**config.mk**
```make
export PLATFORM = sky130hd
export DESIGN_NAME = window_4x4_gen
export DESIGN_NICKNAME = d
export VERILOG_FILES = /design/src/rtl/window_4x4_gen.sv
export SDC_FILE = /design/constraint.sdc
export NUM_CORES = 1
export LEC_CHECK = 0
export CAP_MARGIN = 20
export CORE_MARGIN = 2
export CORE_UTILIZATION = 50
export CTS_BUF_LIST = sky130_fd_sc_hd__clkbuf_4
export CTS_CLUSTER_DIAMETER = 40
export CTS_CLUSTER_SIZE = 30
export DETAILED_ROUTE_END_ITERATION = 16
export GPL_ROUTABILITY_DRIVEN = 0
export PLACE_DENSITY = 0.83
export SKIP_CTS_REPAIR_TIMING = 1
export SLEW_MARGIN = 25
export SYNTH_ARGS = -nofsm -noshare
export SYNTH_HDL_FRONTEND = slang
export SYNTH_SLANG_ARGS = --single-unit
export TNS_END_PERCENT = 1
```
**constraint.sdc**
```tcl
create_clock -name clk -period 5.85 [get_ports clk]
set_input_delay 1.17 -clock clk [delete_from_list [all_inputs] [get_ports clk]]
set_output_delay 1.17 -clock clk [all_outputs]
set_load 0.005 [all_outputs]
```
**src/rtl/window_4x4_gen.sv**
```systemverilog
// 4x4 sliding pixel window behind the 4-row line buffer, with image row/column tracking.
// Optional: define WIN_4X4_GEN_CNT_EN to add a saturating per-frame window counter (win_count).
module window_4x4_gen #(
  parameter int DATA_WIDTH = 8,
  parameter int IMG_WIDTH  = 128,
  parameter int IMG_HEIGHT = 128,
  localparam int CW = $clog2(IMG_WIDTH),
  localparam int RW = $clog2(IMG_HEIGHT)
) (
  input  logic                     clk,
  input  logic                     rst,
  input  logic                     ce,
  input  logic                     sof,
  input  logic [DATA_WIDTH-1:0]    tap0,
  input  logic [DATA_WIDTH-1:0]    tap1,
  input  logic [DATA_WIDTH-1:0]    tap2,
  input  logic [DATA_WIDTH-1:0]    tap3,
  output logic [16*DATA_WIDTH-1:0] win,
  output logic                     win_valid,
  output logic [CW-1:0]            win_x,
  output logic [RW-1:0]            win_y,
  output logic                     frame_done,
  output logic                     sof_err
`ifdef WIN_4X4_GEN_CNT_EN
  ,
  output logic [31:0]              win_count
`endif
);

  localparam logic [1:0] IDLE = 2'd0;
  localparam logic [1:0] FILL = 2'd1;
  localparam logic [1:0] RUN  = 2'd2;

  logic [1:0]            state_reg, state_next;
  logic [CW-1:0]         col_reg, col_next, pix_col;
  logic [RW-1:0]         row_reg, row_next, pix_row;
  logic                  accept, restart, clear_win, last_pix, valid_next;
  logic                  win_valid_reg, frame_done_reg, sof_err_reg;
  logic [CW-1:0]         win_x_reg;
  logic [RW-1:0]         win_y_reg;
  logic [DATA_WIDTH-1:0] tap_arr [4];

  assign tap_arr[0] = tap0;
  assign tap_arr[1] = tap1;
  assign tap_arr[2] = tap2;
  assign tap_arr[3] = tap3;

  // col_reg/row_reg hold the coordinate of the next pixel to be accepted.
  always_comb begin
    accept     = ce && ((state_reg != IDLE) || sof);
    restart    = accept && sof;
    clear_win  = restart && (state_reg != IDLE);
    pix_col    = restart ? '0 : col_reg;
    pix_row    = restart ? '0 : row_reg;
    last_pix   = (pix_row == RW'(IMG_HEIGHT - 1)) && (pix_col == CW'(IMG_WIDTH - 1));
    valid_next = accept && (pix_row >= RW'(3)) && (pix_col >= CW'(3));
    state_next = state_reg;
    col_next   = col_reg;
    row_next   = row_reg;
    if (accept) begin
      if (last_pix) begin
        state_next = IDLE;
        col_next   = '0;
        row_next   = '0;
      end else begin
        if (pix_col == CW'(IMG_WIDTH - 1)) begin
          col_next = '0;
          row_next = pix_row + RW'(1);
        end else begin
          col_next = pix_col + CW'(1);
          row_next = pix_row;
        end
        state_next = (row_next >= RW'(3)) ? RUN : FILL;
      end
    end
  end

  always_ff @(posedge clk) begin
    if (rst) begin
      state_reg      <= IDLE;
      col_reg        <= '0;
      row_reg        <= '0;
      win_valid_reg  <= 1'b0;
      win_x_reg      <= '0;
      win_y_reg      <= '0;
      frame_done_reg <= 1'b0;
      sof_err_reg    <= 1'b0;
    end else begin
      state_reg      <= state_next;
      col_reg        <= col_next;
      row_reg        <= row_next;
      win_valid_reg  <= valid_next;
      frame_done_reg <= accept && last_pix;
      sof_err_reg    <= clear_win;
      if (valid_next) begin
        win_x_reg <= pix_col - CW'(3);
        win_y_reg <= pix_row - RW'(3);
      end
    end
  end

  // Each window row is its own shift register; column 0 takes the newest tap.
  genvar gi, gj;
  generate
    for (gi = 0; gi < 4; gi++) begin : g_row
      logic [DATA_WIDTH-1:0] row_pix_reg [4];

      always_ff @(posedge clk) begin
        if (rst) begin
          for (int c = 0; c < 4; c++) row_pix_reg[c] <= '0;
        end else if (accept) begin
          row_pix_reg[0] <= tap_arr[gi];
          for (int c = 1; c < 4; c++) row_pix_reg[c] <= clear_win ? '0 : row_pix_reg[c-1];
        end
      end

      for (gj = 0; gj < 4; gj++) begin : g_col
        assign win[(gi*4+gj)*DATA_WIDTH +: DATA_WIDTH] = row_pix_reg[gj];
      end
    end
  endgenerate

`ifdef WIN_4X4_GEN_CNT_EN
  // Counts alongside valid_next so win_count already includes the pulse it is shown with.
  logic [31:0] win_count_reg;

  always_ff @(posedge clk) begin
    if (rst || restart) begin
      win_count_reg <= '0;
    end else if (valid_next && (win_count_reg != 32'hFFFF_FFFF)) begin
      win_count_reg <= win_count_reg + 32'd1;
    end
  end

  assign win_count = win_count_reg;
`endif

  assign win_valid  = win_valid_reg;
  assign win_x      = win_x_reg;
  assign win_y      = win_y_reg;
  assign frame_done = frame_done_reg;
  assign sof_err    = sof_err_reg;

endmodule
```
==> impl_metrics.py <==
metrics = {
    "sta": {
        "relSlewSlack_pct": 51.9,
        "post-route-period-util_pct": 60.5,
        "worstMarginPinSlew_ns": 0.721,
        "hold_viol": 0,
        "drv_slew": 0,
        "post-route-min-period_ns": 3.54,
        "fin_tns_setup_ns": 0,
        "fmax_ghz": 0.282,
        "setup_viol": 0,
        "clock_skew_ns": 0.0101,
        "holdWs_ns": 0.491,
        "rsz0062_at_grt": "no",
        "fin_ws_ns": 2.31,
    },
    "cells_and_area": {
        "final_util_pct": 69.8,
        "final_net_count": 716,
        "drive_gt1_share_pct": 7.83,
        "layout.cells.most_common": "clkdlybuf4s50_1",
        "fillers": 888,
        "mostFrequentLayoutCells": "179 x clkdlybuf4s50_1, 136 x and2_1, 128 x edfxtp_1, 34 x nor2_1, 33 x dfxtp_1",
        "largest_reg_flops": 128,
        "areaGrowthSynthToFinish_pct": 34.6,
    },
    "clocking": {
        "worstSkewPairLatency_ns": 0.56,
        "htree_levels": 4,
        "cts_tree": "built",
        "cts_buffers": 17,
        "numClockSinks": 161,
        "clock_tree.buffer_depth": 2,
        "clk_pin_slew_worst_paths_ns": 0.12,
        "clockRootBuffer": "clkbuf_4",
    },
    "run_status": {
        "status": "complete, no violations",
    },
    "synthesis": {
        "synth.area.top_cells": "edfxtp_1 58%, and2_1 13%, dfxtp_1 10%",
        "syn_area_per_cell_sq_um": 13.1,
        "async_flop_share_pct": 0,
        "ys_ff_latch": 161,
        "synth_edf_count": 128,
        "synth-main-ff-cell": "edfxtp_1",
        "synth_warnings": 0,
        "synth.distinct_cells": 49,
        "ys_seq_area_share_pct": 68.3,
        "synthesis.area_sq_um": 6590,
        "syn_inst": 502,
        "synth.net_count": 540,
        "yosysTopAreaCellShare_pct": 58.3,
        "yosysTopAreaCell": "edfxtp_1",
    },
    "power": {
        "pwr_density_cell_nw_per_um2": 264,
        "leakage_nw": 3.21,
        "totalPowerFinal_mw": 2.34,
        "ir_worst_vdd_mv": 0.111,
    },
    "global_route": {
        "grt_max_degree": 61,
        "grt_use_total_pct": 21.5,
        "grt_overflow": 0,
        "antenna_found_initial": 1,
        "grt_pass1_vias": 4334,
        "grt_pass1_wl_mm": 23.0,
    },
    "floorplan": {
        "ios": 181,
        "die_x_microns": 119,
        "dieArea_sq_um": 14100,
        "rows": 41,
        "core_area_sq_um": 12700,
        "initial_core_util_pct": 51.8,
        "die_h_microns": 119,
    },
    "setup_path": {
        "worstPathRequired_ns": 6.34,
        "path_max_fanout": 20,
        "crit_path_end": "row_reg[5]",
        "crit_type": "in -> reg",
        "reg2regPathDepth": 7,
        "critPathArrivalTime_ns": 4.03,
        "r2r_setup_slack_ns": 3.39,
        "reg2reg_from": "col_reg[0]",
        "start_kind": "input pin",
        "cp-end-kind": "flip-flop",
        "crit_start": "ce",
        "r2r_end": "state_reg[0]",
    },
    "placement": {
        "dp_hpwl_mm": 10.8,
        "io_buffers": 180,
        "dp_slack_ns": 1.76,
    },
    "detailed_routing": {
        "drt_pre_antenna_iters": 5,
        "vias_per_cell": 5.21,
        "routedWlPerCell_microns": 17.3,
        "drtAntennaViolNets": 0,
        "wirelength_mm": 15.0,
        "drt_iter0_drc": 426,
        "drc": 0,
        "vias": 4494,
    },
    "flow_run": {
        "drv_cap": 0,
    },
    "hold_path": {
        "hold_path_class": "reg -> reg",
    },
}
[worst max-delay path, stage by stage]
cell and delay, ns:
clkdlybuf4s50_1 0.57, nand2_1 0.27, buf_4 0.30, and2_1 0.20, ha_1 0.33, nand2_1 0.17
nor4_4 0.07, a211oi_1 0.62, a31oi_1 0.17, a31oi_1 0.15
[synth_stat cells, drive strengths merged (4+ instances only)]
library cell,count
nand3,5
buf,9
o31ai,4
and2,136
a31oi,4
clkbuf,22
a21oi,15
nand2b,5
or3,4
mux2i,7
a311oi,4
nand2,25
a211oi,5
dfxtp,33
nor3,7
edfxtp,128
xnor2,4
o21ai,15
nor2,35
[worst min-delay path by stage]
stage | slack, ns | from | end | cells past startpoint
floorplan | 0.46 | win_x[6] | win_x[6] | 2
global placement | 0.47 | win_y[6] | win_y[6] | 2
detailed placement | 0.47 | win_y[6] | win_y[6] | 2
CTS | 0.49 | win_y[6] | win_y[6] | 2
global route | 0.52 | win_x[6] | win_x[6] | 2
finish | 0.49 | win_x[6] | win_x[6] | 2
[cell families (layout without fill, tap and decap cells)]
group,count (synthesis),after routing,synth area share [%]
compound gates,64,64,7.50
xor+xnor,7,7,0.930
fa+ha+maj,2,2,0.379
buf+inv,34,222,2.35
flops,161,161,68.3
mux,7,7,1.06
other cells,0,1,0
simple gates,227,227,19.5
[final cells by class]
| cell class | count | area (sq um) | area share [%] |
|---|---|---|---|
| clock inverters | 13 | 209 | 2.35 |
| multi-input cells | 307 | 1940 | 21.9 |
| inverters | 3 | 13.8 | 0.155 |
| diodes | 1 | 2.50 | 0.0282 |
| well taps | 172 | 215 | 2.42 |
| repair buffers | 188 | 1860 | 20.9 |
| clock buffers | 18 | 135 | 1.52 |
| flip-flops and latches | 161 | 4500 | 50.7 |
[stage by stage]
step,area (sq um),cells
3_5_place_dp,8530,831
6_report,8880,863
2_1_floorplan,6590,502
3_3_place_gp,8540,831
5_1_grt,8880,863
4_1_cts,8880,862
[power breakdown]
part	switching [mW]	total (mW)	internal (mW)	leakage (nW)
combinational	0.0966	0.235	0.138	1.40
clock	0.387	0.772	0.386	0.177
sequential	0.0320	1.34	1.30	1.64
[per-layer routing]
| metal | part of all wire, % | GRT usage [%] | routed length [microns] | vias to the layer above |
|---|---|---|---|---|
| met2 | 52 | 37.1 | 7710 | 197 |
| met5 | 0 | 0 | 0 | - |
| met1 | 37 | 24.7 | 5590 | 2135 |
| met3 | 6.9 | 5.03 | 1030 | 42 |
| met4 | 4.2 | 11.6 | 629 | 0 |
| li1 | - | - | - | 2120 |
Power figures use the tool's default switching activity.
